$ cat src/rtl/sample_frame_packer.sv
// Packs the I and U decimated samples into a 6-byte frame for the UART:
// SYNC, I_hi, I_lo, U_hi, U_lo, CHK.
//
// Parameters:
//   WIDTH     - filtered sample width (9..16), zero-extended to 16 bits.
//   SYNC_BYTE - first byte of every frame.
// Ports:
//   clk, rst         - system clock, asynchronous active-high reset
//   word_clk         - decimation strobe, asynchronous to clk
//   data_i, data_u   - filtered I/U words, stable >= 4 clk after word_clk rises
//   tx_ready         - UART accepts the byte on this edge
//   tx_valid/tx_data - byte handshake towards the UART
//   busy             - frame in progress
//   overrun          - sticky, a sample arrived while a frame was in progress
module sample_frame_packer #(
  parameter int          WIDTH     = 16,
  parameter logic [7:0]  SYNC_BYTE = 8'hA5
) (
  input  logic             clk,
  input  logic             rst,
  input  logic             word_clk,
  input  logic [WIDTH-1:0] data_i,
  input  logic [WIDTH-1:0] data_u,
  input  logic             tx_ready,
  output logic             tx_valid,
  output logic [7:0]       tx_data,
  output logic             busy,
  output logic             overrun
);

  typedef enum logic [2:0] {
    S_IDLE,
    S_SYNC,
    S_IH,
    S_IL,
    S_UH,
    S_UL,
    S_CK
  } state_t;

  state_t      state_q, state_d;
  logic [1:0]  wsync_q;
  logic        hist_q;
  logic [1:0]  fill_q;
  logic        arm_q, arm_d;
  logic [15:0] i_q, u_q;
  logic [7:0]  chk_q;
  logic [7:0]  txd_q, txd_d;
  logic        vld_q;
  logic        ovr_q, ovr_d;
  logic        cap;
  logic        accept;
  logic        sync_w;
  logic        edge_w;
  logic [15:0] ext_i, ext_u;
  logic [7:0]  chk_new;

  always_comb begin
    ext_i = '0;
    ext_u = '0;
    ext_i[WIDTH-1:0] = data_i;
    ext_u[WIDTH-1:0] = data_u;
  end

  assign chk_new = ext_i[15:8] ^ ext_i[7:0]
                 ^ ext_u[15:8] ^ ext_u[7:0];

  assign sync_w = wsync_q[1];
  assign edge_w = arm_q & sync_w & ~hist_q;
  assign accept = (state_q != S_IDLE) & tx_ready;

  // The synchroniser output only reflects word_clk once the chain has
  // refilled after reset; arming before that would let a word_clk held
  // high across reset release look like a fresh rising edge.
  assign arm_d = arm_q | (fill_q[1] & ~sync_w);

  always_comb begin
    state_d = state_q;
    txd_d   = txd_q;
    cap     = 1'b0;
    ovr_d   = ovr_q | (edge_w & (state_q != S_IDLE));
    unique case (state_q)
      S_IDLE: if (edge_w) begin
        state_d = S_SYNC;
        txd_d   = SYNC_BYTE;
        cap     = 1'b1;
      end
      S_SYNC: if (accept) begin
        state_d = S_IH;
        txd_d   = i_q[15:8];
      end
      S_IH: if (accept) begin
        state_d = S_IL;
        txd_d   = i_q[7:0];
      end
      S_IL: if (accept) begin
        state_d = S_UH;
        txd_d   = u_q[15:8];
      end
      S_UH: if (accept) begin
        state_d = S_UL;
        txd_d   = u_q[7:0];
      end
      S_UL: if (accept) begin
        state_d = S_CK;
        txd_d   = chk_q;
      end
      S_CK: if (accept) begin
        state_d = S_IDLE;
      end
      default: state_d = S_IDLE;
    endcase
  end

  always_ff @(posedge clk or posedge rst) begin
    if (rst) begin
      state_q <= S_IDLE;
      wsync_q <= '0;
      hist_q  <= 1'b0;
      fill_q  <= '0;
      arm_q   <= 1'b0;
      i_q     <= '0;
      u_q     <= '0;
      chk_q   <= '0;
      txd_q   <= '0;
      vld_q   <= 1'b0;
      ovr_q   <= 1'b0;
    end else begin
      state_q <= state_d;
      wsync_q <= {wsync_q[0], word_clk};
      hist_q  <= sync_w;
      fill_q  <= {fill_q[0], 1'b1};
      arm_q   <= arm_d;
      txd_q   <= txd_d;
      vld_q   <= (state_d != S_IDLE);
      ovr_q   <= ovr_d;
      if (cap) begin
        i_q   <= ext_i;
        u_q   <= ext_u;
        chk_q <= chk_new;
      end
    end
  end

  assign tx_valid = vld_q;
  assign busy     = vld_q;
  assign tx_data  = txd_q;
  assign overrun  = ovr_q;

endmodule

$ cat config.mk
export PLATFORM = sky130hd
export DESIGN_NAME = sample_frame_packer
export DESIGN_NICKNAME = d
export VERILOG_FILES = /design/src/rtl/sample_frame_packer.sv
export SDC_FILE = /design/constraint.sdc
export NUM_CORES = 1
export LEC_CHECK = 0
export ABC_AREA = 1
export CAP_MARGIN = 20
export CORE_MARGIN = 2
export CORE_UTILIZATION = 50
export CTS_CLUSTER_DIAMETER = 80
export CTS_CLUSTER_SIZE = 30
export DETAILED_ROUTE_END_ITERATION = 12
export HOLD_SLACK_MARGIN = 0.05
export PLACE_DENSITY = 0.75
export SYNTH_ARGS = -nofsm -noshare
export SYNTH_HDL_FRONTEND = slang
export SYNTH_SLANG_ARGS = --single-unit
$ cat constraint.sdc
create_clock -name clk -period 3.25 [get_ports clk]
set_clock_uncertainty 0.05 [all_clocks]
set_input_delay 0.325 -clock clk [delete_from_list [all_inputs] [get_ports clk]]
set_output_delay 0.325 -clock clk [all_outputs]
set_load 0.01 [all_outputs]
### Word-level counts from Yosys, hierarchy flattened

Cells that the tools add are included.

* word-level logic and storage cells: 57
* input bits: 36
* output and inout bits: 11
* flip-flop bits (word level): 59

* bitwise operators: 12
* reduce and logical (&&, ||, !) cells: 5
* equal/unequal tests: 12
* muxes and demuxes: 17

Operators with widths (number)
* $mux 8: 6
* $pmux 8 s6: 1
* $xor 8x8->8: 3
* $mux 3: 7
* $pmux 3 s7: 1
* $ne 2x2->1 const B: 6
* $eq 3x3->1 const B: 3
* $reduce_and 7->1: 1
* $eq 3x2->1 const B: 2
* $reduce_bool 3->1: 2
* $reduce_bool 6->1: 1
* $and 1x1->1: 5
* $eq 3x1->1 const B: 1
* $logic_not 3->1: 1
* $mux 1: 2
* $not 1->1: 2
* $or 1x1->1: 2

### Depth between registers and ports, before layout

* depth in word-level cells: 5
* gate-level depth with buffers: 9
* gate-level depth less buffers: 8

### Worst setup path after synthesis

OpenSTA, ideal clock, no wires.

* path kind: reg2reg
* start point: reg state_q[1]
* end point: reg i_q[15]
* data required time: 3.084 ns
* data arrival time: 1.254 ns
* stages on the path, launching flop included: 10
* slack: 1.830 ns
* period minus slack after synthesis: 1.420 ns
* path through: dfrtp_1 > buf_6 > nor2_8 > nand2_4 > nor2_4 > inv_2 > buf_6 > buf_6 > nand2_1 > nand2_1

* word-level cells in the longest chain between the ends: 2

Ends and longest elaborated chain
* from (decl): line 41 `state_t state_q, state_d;`
* from (signal assigned): line 129 `state_q <= state_d;`
* $logic_not 3->1: line 82 `unique case (state_q)`
* $mux 1: line 82
* to (signal assigned): line 138 `i_q <= ext_i;`
* to (decl): line 46 `logic [15:0] i_q, u_q;`

Every way passes these cells.
A chain may end at the register's enable or synchronous reset.

### Final worst setup path

* start point: reg state_q[2]
* end point: reg i_q[7]

The elaborated chain is that of the path after synthesis.

==> results list <==
- Routability cong.: about 0.84
* Setup-failing EPs final: 0
* Top flip-flop cell by instance count after synthesis: sky130_fd_sc_hd__dfrtp_1
- In this run the count of I/O pins placed on the die edge is 47.
* Crit path kind: reg -> reg
- In the finished design, the share of the clock period the worst path needs comes to between 70% and 80%.
- Place WS: 0.929 ns
* Post-DP HPWL: ~4400 um
- In this run the number of H-tree levels came out at 3.
* Leftover overflow at the end of global routing: 0
* CTS Buf Count: 9
- Die ar.: about 6700 sq um
- Count of clock tree sinks: 59
* Via-to-Cell Ratio: 5.07
- Static leakage: around 1.8 nW
- The repair_antennas step left the layout with diodes totalling 0.
- Sequential element share of the synthesized area: around half
- Measured along the y axis, the die boundary spans ~82 um.
- The cell that appears most often on the critical path is sky130_fd_sc_hd__inv_2.
- Cell Rows: 28
- Number of enable flip-flop cells after synthesis: 0
- Worst-margin pin slew: 0.756 ns
- After detailed routing, the number of remaining DRC violations is 0.
* Clock tree buffer depth: 2
- The detailed router placed 2581 vias in this run.
- Mapped Area: between 3000 and 4000 sq um
* Max frequency: between 0.4 and 0.5 GHz
- Synth async-reset ratio: 100%
- STA classifies the critical path startpoint as a register.
- Max-cap viol count: 0
- Along the worst path, the maximum fanout reaches 29.
* Sort of element at the end of the critical path: register
- The detailed router finished its first iteration with 230 violations.
* Postcts setup bufs: 0
* Wire length of the first global-routing pass: about 11000 um
- For this run, the detailed router's first-pass iteration total came to 4.
- Buffers placed on the I/O ports in this run total between 40 and 50.
- Cell chain of the critical path: inv_2 -> nand2_4 -> nor2_4 -> inv_2 -> nand2_1 -> o21ai_0
- Peak supply drop: 437 uV
- The design draws roughly 3.2 mW.
* Die extent in x: roughly 80 um
* Setup TNS: 0 ns
- The number of antenna violations at the first check in global routing is 0.
* Layout cells sized above 1: about 8.8%
* Required time worst endpoint: roughly 3.4 ns
* Mean cell area of the mapped netlist: a little under 8 sq um
- Power density cells: between 800 and 900 nW/um^2
- Cell type of the slowest stage on the worst timing path: sky130_fd_sc_hd__dfrtp_1
* Maximum number of pins on one net before global-route repair: 31
- Post-route minimum period: roughly 2.3 ns
- The clock reaches the later pin of the worst-skew pair after ~0.34 ns.
- Initial Utilization: 51.3%
- The final-report max-slew violation count was 0.
- Per-cell routed wire length: roughly 12 um
- Once the clock tree was built, the resizer swapped 0 gates to a different size.
- After synthesis the netlist holds a flip-flop and latch count of 59.
- After technology mapping, the gate count stands at 386.
- Clock slew seen by the registers of the worst setup and hold paths: about 0.070 ns
- Cell at the root of the clock tree: sky130_fd_sc_hd__clkbuf_8
- TritonCTS built the clock tree.
- In the layout the commonest cells are 152 x sky130_fd_sc_hd__nand2_1, 59 x sky130_fd_sc_hd__dfrtp_1, 46 x sky130_fd_sc_hd__clkdlybuf4s50_1.
* Rel. slew slack: between 40% and 50%
- Synthesis-to-layout area growth: 21.8%
* Synthesized Nets: ~420
- NumNets Final: 465
- Including well taps, the total number of placed cells is roughly 500.
- Most common library cell in the layout ignoring fill and taps: sky130_fd_sc_hd__nand2_1
- The flow ran to the end, and the final reports show no timing, DRC or antenna violations.
- Count of fill cells added during filler insertion: 530
* ANT nets after route: 0
- Setup WS post-layout: a little over 0.9 ns
- Number of synthesis warnings: 0
* Gr usage total: a little over a fifth
- For this run, the slowest stage of the critical path takes ~0.64 ns.
* Filler-free cell count of the finished design: ~500
* Number of distinct standard cells referenced by the synthesized netlist: 28
- Number of failing hold endpoints at the final stage: 0
- Worst Hold Class: reg -> reg
- Setup repair after global routing missed its margin: false
* Vias in the first global route: around 2300
- CORE AREA: slightly below 6000 sq um
- At the worst endpoint, the arrival time is 2.48 ns.
* Hold Buf Count CTS: 0
- For this block, the routed nets add up to roughly 6200 um of wire.
-- per-layer routing --
layer  global-route usage, %  up-vias  share of wire, %
met5                       0        -                 0
met4                    6.33        0               1.6
met3                    7.03        9               6.0
met2                    32.9       80                46
met1                    28.6     1183                46
li1                        -     1309                 -
-- synth_stat cells (2+ instances only) --
cell type,instances,area [sq um]
sky130_fd_sc_hd__nand3_1,21,105
sky130_fd_sc_hd__nor2_4,4,45.0
sky130_fd_sc_hd__xnor2_1,8,70.1
sky130_fd_sc_hd__buf_2,7,35.0
sky130_fd_sc_hd__nand4_1,19,119
sky130_fd_sc_hd__o21ai_0,18,90.1
sky130_fd_sc_hd__inv_1,31,116
sky130_fd_sc_hd__dfrtp_1,59,1480
sky130_fd_sc_hd__buf_4,4,30.0
sky130_fd_sc_hd__a21o_1,2,15.0
sky130_fd_sc_hd__inv_2,3,11.3
sky130_fd_sc_hd__xor2_1,7,61.3
sky130_fd_sc_hd__nor2_1,26,97.6
sky130_fd_sc_hd__or2_2,8,50.1
sky130_fd_sc_hd__buf_6,3,33.8
sky130_fd_sc_hd__a21oi_1,3,15.0
sky130_fd_sc_hd__nand2_1,152,571
-- final cells by class --
| type | count | area (sq um) | share of cell area (%) |
|---|---|---|---|
| Timing Repair Buffer | 49 | 483 | 13.1 |
| Multi-Input combinational cell | 276 | 1310 | 35.5 |
| Clock buffer | 9 | 124 | 3.37 |
| Sequential cell | 59 | 1480 | 40.1 |
| Clock inverter | 7 | 68.8 | 1.87 |
| Inverter | 34 | 128 | 3.47 |
| Tap cell | 75 | 93.8 | 2.55 |
-- critical path, delay by kind of cell (launching register included) --
family | cells | cell delay, ns
buf+inv | 2 | 0.71
simple gates | 3 | 0.70
flops | 1 | 0.64
compound gates | 1 | 0.08
-- cell families (layout without fill, tap and decap cells) --
logic type / Yosys count / after routing / share of synthesized area (%)
AOI/OAI and AO/OA: 25 / 25 / 4.39
other: 1 / 1 / 0.124
buffers and inverters: 51 / 99 / 7.91
DFF: 59 / 59 / 48.9
xor gates and xnor gates: 15 / 15 / 4.35
and+or+nand+nor: 235 / 235 / 34.3
-- report_power, final --
part           switching (mW)  total, mW  internal, mW
registers               0.256       1.31          1.06
logic                   0.738       1.22         0.480
clock network           0.297      0.647         0.350
total                    1.29       3.18          1.89
-- final timing paths --
check	slack, ns	from	depth (start not counted)	to
setup reg to reg	0.92	state_q[2]	6	i_q[7]
hold / removal	0.31	wsync_q[0]	0	wsync_q[1]
max in group asynchronous	2.17	rst	3	i_q[10]
hold reg to reg	0.31	wsync_q[0]	0	wsync_q[1]
setup / recovery	0.92	state_q[2]	6	i_q[7]
min in group asynchronous	0.32	rst	2	tx_data[4]
-- through the flow --
| stage | area [sq um] | hold slack [ns] | utilization (%) |
|---|---|---|---|
| global route | 3680 | 0.326 | 62.5 |
| floorplan | 3020 | 0.281 | - |
| detailed placement | 3490 | 0.301 | 59.2 |
| CTS | 3680 | 0.319 | 62.5 |
| finish | 3680 | 0.309 | 62.5 |
| global placement | 3490 | 0.284 | 59.2 |
-- flip-flops by register name, summed over array words and instances (netlist names) --
| signal | cells |
|---|---|
| u_q | 16 |
| hist_q | 1 |
| i_q | 16 |
| overrun | 1 |
| state_q | 3 |
| wsync_q | 2 |
| arm_q | 1 |
| busy | 1 |
| fill_q | 2 |
| chk_q | 8 |
| tx_data | 8 |
(Power assumes the default switching activity.)
